<file path="config.mk">
export PLATFORM = sky130hd
export DESIGN_NAME = multicycle_controller
export DESIGN_NICKNAME = d
export VERILOG_FILES = /design/src/rtl/multicycle_controller.sv
export SDC_FILE = /design/constraint.sdc
export NUM_CORES = 1
export LEC_CHECK = 0
export ABC_CLOCK_PERIOD_IN_PS = 2500
export BUFFER_PORTS_ARGS = -buffer_cell sky130_fd_sc_hd__buf_2
export CAP_MARGIN = 25
export CORE_ASPECT_RATIO = 1.1
export CORE_MARGIN = 2
export CORE_UTILIZATION = 35
export CTS_CLUSTER_DIAMETER = 200
export DETAILED_ROUTE_END_ITERATION = 8
export PLACE_DENSITY = 0.77
export SLEW_MARGIN = 5
export SYNTH_ARGS = -nofsm -noshare
export SYNTH_HDL_FRONTEND = slang
export SYNTH_SLANG_ARGS = --single-unit
</file>
<file path="constraint.sdc">
create_clock -name clk -period 2.5 [get_ports clk]
set_clock_uncertainty 0.1 [all_clocks]
set_input_delay 0.25 -clock clk [delete_from_list [all_inputs] [get_ports clk]]
set_output_delay 0.25 -clock clk [all_outputs]
set_load 0.01 [all_outputs]
</file>
<file path="src/rtl/multicycle_controller.sv">
// Multicycle ARM control unit: sequences fetch, decode, execute, memory and writeback.
// Drives every select and write enable of the shared-memory multicycle datapath.
// The sh bus carries instr[11:4], so instr[n] is sh[n-4] throughout.
// Outputs are decoded from the current state rather than registered because the memory
// handshake (mem_ready) must steer ir_write/pc_write/mem_write in the same cycle.
module multicycle_controller #(
    parameter int unsigned ALU_CTRL_W = 4,
    parameter bit          ENABLE_RSR = 1'b1,
    parameter bit          ENABLE_BL  = 1'b1
) (
    input  logic                  clk,
    input  logic                  reset_n,
    input  logic [1:0]            op,
    input  logic [5:0]            funct,
    input  logic [3:0]            rd,
    input  logic [7:0]            sh,
    input  logic                  cond_ex,
    input  logic                  mem_ready,
    output logic                  ir_write,
    output logic                  pc_write,
    output logic                  adr_src,
    output logic                  mem_write,
    output logic                  reg_write,
    output logic                  link_select,
    output logic [1:0]            result_src,
    output logic                  alu_src_a,
    output logic [1:0]            alu_src_b,
    output logic [1:0]            imm_src,
    output logic [1:0]            reg_src,
    output logic [ALU_CTRL_W-1:0] alu_control,
    output logic [3:0]            flag_w,
    output logic [2:0]            shift_op,
    output logic                  register_shift,
    output logic [3:0]            state_o
);

    typedef enum logic [3:0] {
        StFetch  = 4'd0,
        StDecode = 4'd1,
        StMemAdr = 4'd2,
        StMemRd  = 4'd3,
        StMemWb  = 4'd4,
        StMemWr  = 4'd5,
        StExecR  = 4'd6,
        StExecI  = 4'd7,
        StAluWb  = 4'd8,
        StBranch = 4'd9,
        StShiftR = 4'd10
    } state_e;

    localparam logic [3:0] AluAdd = 4'b0100;

    state_e state_q, state_d;

    logic rsr_dec;    // register-shifted-register operand
    logic is_cmp;     // CMP/CMN
    logic is_tst;     // TST/TEQ
    logic dp_writes;  // data-processing result goes to the register file
    logic ir_w, pc_w, mem_w, reg_w;
    logic [3:0] flag_raw;

    assign rsr_dec   = sh[0] & ~sh[3] & ~funct[5] & (op == 2'b00);
    assign is_cmp    = (funct[4:2] == 3'b101);
    assign is_tst    = (funct[4:2] == 3'b100);
    assign dp_writes = (funct[4:3] != 2'b10);
    assign state_o   = state_q;

    // Write enables are forced low while reset is asserted, independent of the clock.
    assign ir_write  = ir_w & reset_n;
    assign pc_write  = pc_w & reset_n;
    assign mem_write = mem_w & reset_n;
    assign reg_write = reg_w & reset_n;
    assign flag_w    = flag_raw & {4{reset_n}};

    // Shift type decode: immediates rotate; LSL-free ROR #0 encodes RRX.
    always_comb begin
        if (funct[5]) begin
            shift_op = 3'd3;
        end else if (sh[7:3] == 5'd0 && !sh[0] && sh[2:1] == 2'b11) begin
            shift_op = 3'd4;
        end else begin
            shift_op = {1'b0, sh[2:1]};
        end
    end

    // State register.
    always_ff @(posedge clk or negedge reset_n) begin
        if (!reset_n) begin
            state_q <= StFetch;
        end else begin
            state_q <= state_d;
        end
    end

    // Next-state logic.
    always_comb begin
        state_d = StFetch;
        case (state_q)
            StFetch:  state_d = mem_ready ? StDecode : StFetch;
            StDecode: begin
                if (!cond_ex) begin
                    state_d = StFetch;
                end else if (op == 2'b01) begin
                    state_d = StMemAdr;
                end else if (op[1]) begin
                    state_d = StBranch;
                end else if (funct[5]) begin
                    state_d = StExecI;
                end else if (rsr_dec && ENABLE_RSR) begin
                    state_d = StShiftR;
                end else begin
                    state_d = StExecR;
                end
            end
            StShiftR: state_d = StExecR;
            StExecR:  state_d = StAluWb;
            StExecI:  state_d = StAluWb;
            StMemAdr: state_d = funct[0] ? StMemRd : StMemWr;
            StMemRd:  state_d = mem_ready ? StMemWb : StMemRd;
            StMemWr:  state_d = mem_ready ? StFetch : StMemWr;
            default:  state_d = StFetch;
        endcase
    end

    // Per-state datapath controls; unlisted outputs stay 0 and the ALU defaults to ADD.
    always_comb begin
        ir_w           = 1'b0;
        pc_w           = 1'b0;
        mem_w          = 1'b0;
        reg_w          = 1'b0;
        flag_raw       = 4'b0000;
        adr_src        = 1'b0;
        link_select    = 1'b0;
        result_src     = 2'b00;
        alu_src_a      = 1'b0;
        alu_src_b      = 2'b00;
        imm_src        = 2'b00;
        reg_src        = 2'b00;
        alu_control    = ALU_CTRL_W'(AluAdd);
        register_shift = 1'b0;
        case (state_q)
            StDecode: begin
                alu_src_a = 1'b1;
                alu_src_b = 2'b10;
            end
            StShiftR: register_shift = 1'b1;
            StExecR, StExecI: begin
                alu_src_b   = (state_q == StExecI) ? 2'b01 : 2'b00;
                alu_control = ALU_CTRL_W'(funct[4:1]);
                flag_raw    = {funct[0], funct[0], funct[0], 1'b0};
                if (is_cmp) begin
                    flag_raw = 4'b1111;
                end else if (is_tst) begin
                    flag_raw[3:1] = 3'b111;
                end
            end
            StAluWb: begin
                reg_w = dp_writes;
                pc_w  = dp_writes & (rd == 4'd15);
            end
            StMemAdr: begin
                alu_src_b = 2'b01;
                imm_src   = 2'b01;
            end
            StMemRd:  adr_src = 1'b1;
            StMemWb: begin
                result_src = 2'b01;
                reg_w      = 1'b1;
                pc_w       = (rd == 4'd15);
            end
            StMemWr: begin
                adr_src = 1'b1;
                reg_src = 2'b10;
                mem_w   = 1'b1;
            end
            StBranch: begin
                reg_src    = 2'b01;
                alu_src_b  = 2'b01;
                imm_src    = 2'b10;
                result_src = 2'b10;
                pc_w       = 1'b1;
                if (op == 2'b11 && ENABLE_BL) begin
                    reg_w       = 1'b1;
                    link_select = 1'b1;
                end
            end
            // FETCH and the unused codes 11-15 share the fetch controls.
            default: begin
                alu_src_a  = 1'b1;
                alu_src_b  = 2'b10;
                result_src = 2'b10;
                ir_w       = mem_ready;
                pc_w       = mem_ready;
            end
        endcase
    end

endmodule

</file>
# Word-level counts from Yosys, hierarchy flattened
# Index checks and enable logic that the tools add are counted.
# totals
ff_bits,4
latch_bits,0
ram_bits,0
mem_bits_ro,0
input_bits,24
output_inout_bits,31
word_cells,74
n_memories,0
# op_classes
n_addsub,0
n_mul,0
n_div,0
order_cmp,0
n_eq_ne,17
shift,0
muxes,31
n_bitwise,11
reduce_logical,14
# ops
operator,count
$mux W4,7
$pmux W4 S7,1
$mux W3,7
$eq A4 B3 Y1 const B,4
$eq A4 B4 Y1 const B,4
$pmux W2 S2,3
$mux W1,10
$reduce_or A10 Y1,1
$reduce_or A9 Y1,1
$and A1 B1 Y1,8
$eq A4 B2 Y1 const B,2
$reduce_or A8 Y1,1
$reduce_or A7 Y1,1
$eq A3 B3 Y1 const B,2
$pmux W2 S3,1
$reduce_or A2 Y1,3
$logic_not A5 Y1,1
$reduce_or A5 Y1,1
$and A4 B4 Y4,1
$eq A2 B2 Y1 const B,2
$eq A4 B1 Y1 const B,1
$logic_not A4 Y1,1
$pmux W1 S4,1
$pmux W1 S3,1
other kinds (6),8

# Longest topological paths before layout
# depth
word_depth,10
ltp_mapped,5
depth_no_buf,4

# Worst setup path before layout
# No wires, ideal clock.
# synth_path
kind,flip-flop to output port
start,reg state_q[2] (netlist: state_o[2])
end,out pc_write
t_arrival_ns,1.402
required_ns,2.150
setup_slack_ns,0.748
path_stages_with_launch,5
n_path_buf,0
cell_sequence,dfrtp_1 or4_4 nand2_2 a21oi_1 nor3b_2
# synth_via
elab_chain_len,4
elab_cells_between_ends,13
cone_classes,eq/ne (10); mux (1); bitwise (1); reduce/logical (1)
# synth_rtl
element,line,rtl
from (decl),53,"state_e state_q, state_d;"
from (signal assigned),89,state_q <= StFetch;
from (signal assigned),91,state_q <= state_d;
$eq A4 B3 Y1 (tied with other cells),141,case (state_q)
$reduce_or A7 Y1 (no line),n/a,
$pmux W1 S4 (*),141,
$and A1 B1 Y1 (*),70,assign pc_write = pc_w & reset_n;
to (decl),20,"output logic pc_write,"
# Mark *: on every way between the ends. The rest lies on a longest branch, timed or not.

# Worst setup path in the final report
# Ends and elaborated chain as after synthesis.

==> run summary <==
asr flop ratio synth - 100.0%
synthesis-to-layout area growth - 48.40%
vias in the first global route - 682
most area-consuming cells after synthesis - dfrtp_1 (17%), nand2b_1 (7.5%), nor2_1 (6.4%)
Final GP Congestion - 0.8021
CTS tree - built
sequential share of power - 25.1%
Initial DRT Pass Iterations - 4
final hold vios - 0
Setup Buffers After CTS - 0
Cell variety after synth - 35
CP arrival - 1860 ps
Leak - 0.5073 nW
DP Worst Slack - 538.4 ps
Crit Path Class - reg2out
# IOs - 55
min Tclk post-route - 2214 ps
internal power - 378.3 uW
DRT iter0 DRCs - 13
Syn Std Cell Area - 586.8 sq um
# DRC - 0
NumNets Final - 164
Setup TNS - 0 ps
Fill cells - 153
DIE HEIGHT - 46.95 um
Vias - 827
Cells after Synth - 87
max-cap violations - 0
Crit Path Max Fanout - 17
number of CTS-inserted buffers - 3
dominant cell by count in the synthesized netlist - nor2_1
initial antenna violation count - 0
synthesis-stage register bit count - 4
PD cells - 880.4 nW/um^2
std cell rows - 15
Largest register FFs - 4
final-report setup violation count - 0
Combinational Power Share - 64.5%
detailed placement HPWL - 1499 um
synthesized area per cell - 6.745 sq um
clk slew on worst S/H paths - 40 ps
ys flop type - dfrtp_1
Switching Share - 50.66%
clock network fraction of total power - 10.4%
Syn Nets - 111
Synth top cells by count - nor2_1 (10), a21oi_1 (7), nand2b_1 (7)
gr ovfl total - 0
final setup margin - 286.0 ps
Skew-Pair Late Insertion Delay - 240 ps
first-pass GRT wire length - 2697 um
Worst IR Drop VDD - 0.4769 mV
WL/cell - 12.40 um
sequential share of the synthesized area - 17.06%
H-tree depth - 1
final wirelength - 1922 um
clock sink count - 4
Rel. slew slack - 62.33%
post-synth top area cell - dfrtp_1
largest net degree at the start of global routing - 20
Buffers on Ports - 54
total die area - 2021 sq um
Worst Setup End Kind - output port
period utilisation layout - 88.56%
CORE AREA - 1577 sq um
max-slew violation count - 0
share of the synthesized area in the top cell type - 17.06%
Worst Setup Start Kind - flop
NetSw - 388.4 uW
RSZ-0062 raised after global routing - false
GRT Total Usage - 17.78%
outcome - finished clean
f_max - 451.7 MHz
Initial Util - 37.22%
Hold Path Class - in2reg
Via density - 5.335
count of flip-flops with a built-in enable after synthesis - 0
Die Wd - 43.04 um
CP required - 2150 ps
maximum buffer depth of the clock tree - 2
post-route ant nets - 0
diodes inserted - 0
post_cts resized - 0
Worst-Margin Slew - 565.0 ps
yosys warns - 0
clock root buffer - clkbuf_4
share of layout cells above drive strength 1 - 43.48%
[cells in the final DEF (no fill, tap or decap), drive strengths merged, types with 4 or more instances in the layout]
| master | instances |
|---|---|
| and3 | 5 |
| nand2 | 5 |
| a21oi | 7 |
| buf | 54 |
| nor2b | 4 |
| nor3 | 4 |
| nand2b | 7 |
| o21ai | 5 |
| dfrtp | 4 |
| nor2 | 10 |
[power groups by stage]
stage / Clock (mW) / Combinational (mW) / Sequential [mW]
after global routing: 0.0859 / 0.550 / 0.203
final: 0.0799 / 0.494 / 0.193
after detailed placement: 0 / 0.494 / 0.190
after CTS: 0.0841 / 0.497 / 0.189
after floorplan: 0 / 0.370 / 0.136
after global placement: 0 / 0.487 / 0.181
[final timing paths]
kind,startpoint,cells past startpoint,end,slack (ps)
max,state_o[2]$_DFF_PN0_,5,pc_write,290
min,op[1],2,state_o[1]$_DFF_PN0_,220
max reg2reg,state_o[0]$_DFF_PN0_,4,state_o[2]$_DFF_PN0_,770
min reg2reg,state_o[3]$_DFF_PN0_,1,state_o[0]$_DFF_PN0_,750
max in group asynchronous,reset_n,2,state_o[3]$_DFF_PN0_,1840
min in group asynchronous,reset_n,2,state_o[0]$_DFF_PN0_,280
[through the flow]
step / cell area, sq um / utilization [%] / power, mW / cells / hold slack [ps]
after detailed placement: 838.3 / 53.17 / 0.6835 / 151 / 0.2303
after CTS: 870.8 / 55.24 / 0.7697 / 155 / 194.6
after global placement: 838.3 / 53.17 / 0.6682 / 151 / -0.8316
after global routing: 870.8 / 55.24 / 0.8393 / 155 / 228.7
final: 870.8 / 55.24 / 0.7667 / 155 / 215.5
after floorplan: 586.8 / - / 0.5061 / 87 / -145.6
[timing repair]
action | CTS | global route
endpoints found under the hold margin | 4 | 0
setup endpoints to repair | 0 | 0
hold buffers | 1 | 0
[cells by family after synthesis]
| group | Yosys count | synth area share (%) |
|---|---|---|
| buf+inv | 10 | 8.742 |
| xor+xnor | 1 | 1.493 |
| flops | 4 | 17.06 |
| compound gates | 26 | 27.93 |
| simple gates | 46 | 44.78 |
[metal layers]
metal / track usage, % / vias to the layer above / part of all wire [%]
met5: 0 / - / 0
met4: 6.061 / 0 / 0
met3: 2.308 / 0 / 5.8
met2: 33.64 / 38 / 50
met1: 21.11 / 374 / 44
li1: - / 415 / -
[final cells by class]
type | instances | area (sq um) | area share, %
Multi-Input combinational cell | 73 | 435.4 | 50.00
Timing Repair Buffer | 55 | 280.3 | 32.18
Sequential cell | 4 | 100.1 | 11.49
Clock buffer | 3 | 22.52 | 2.586
Tap cell | 17 | 21.27 | 2.443
Inverter | 3 | 11.26 | 1.293
[worst max-delay path, stage by stage (launching register included)]
cell     delay, ps
dfrtp_1        550
or4_4          620
nand2_2         80
a21oi_1         50
nor3b_2        180
buf_2          150
No activity file was read; power rests on OpenSTA's default activity.
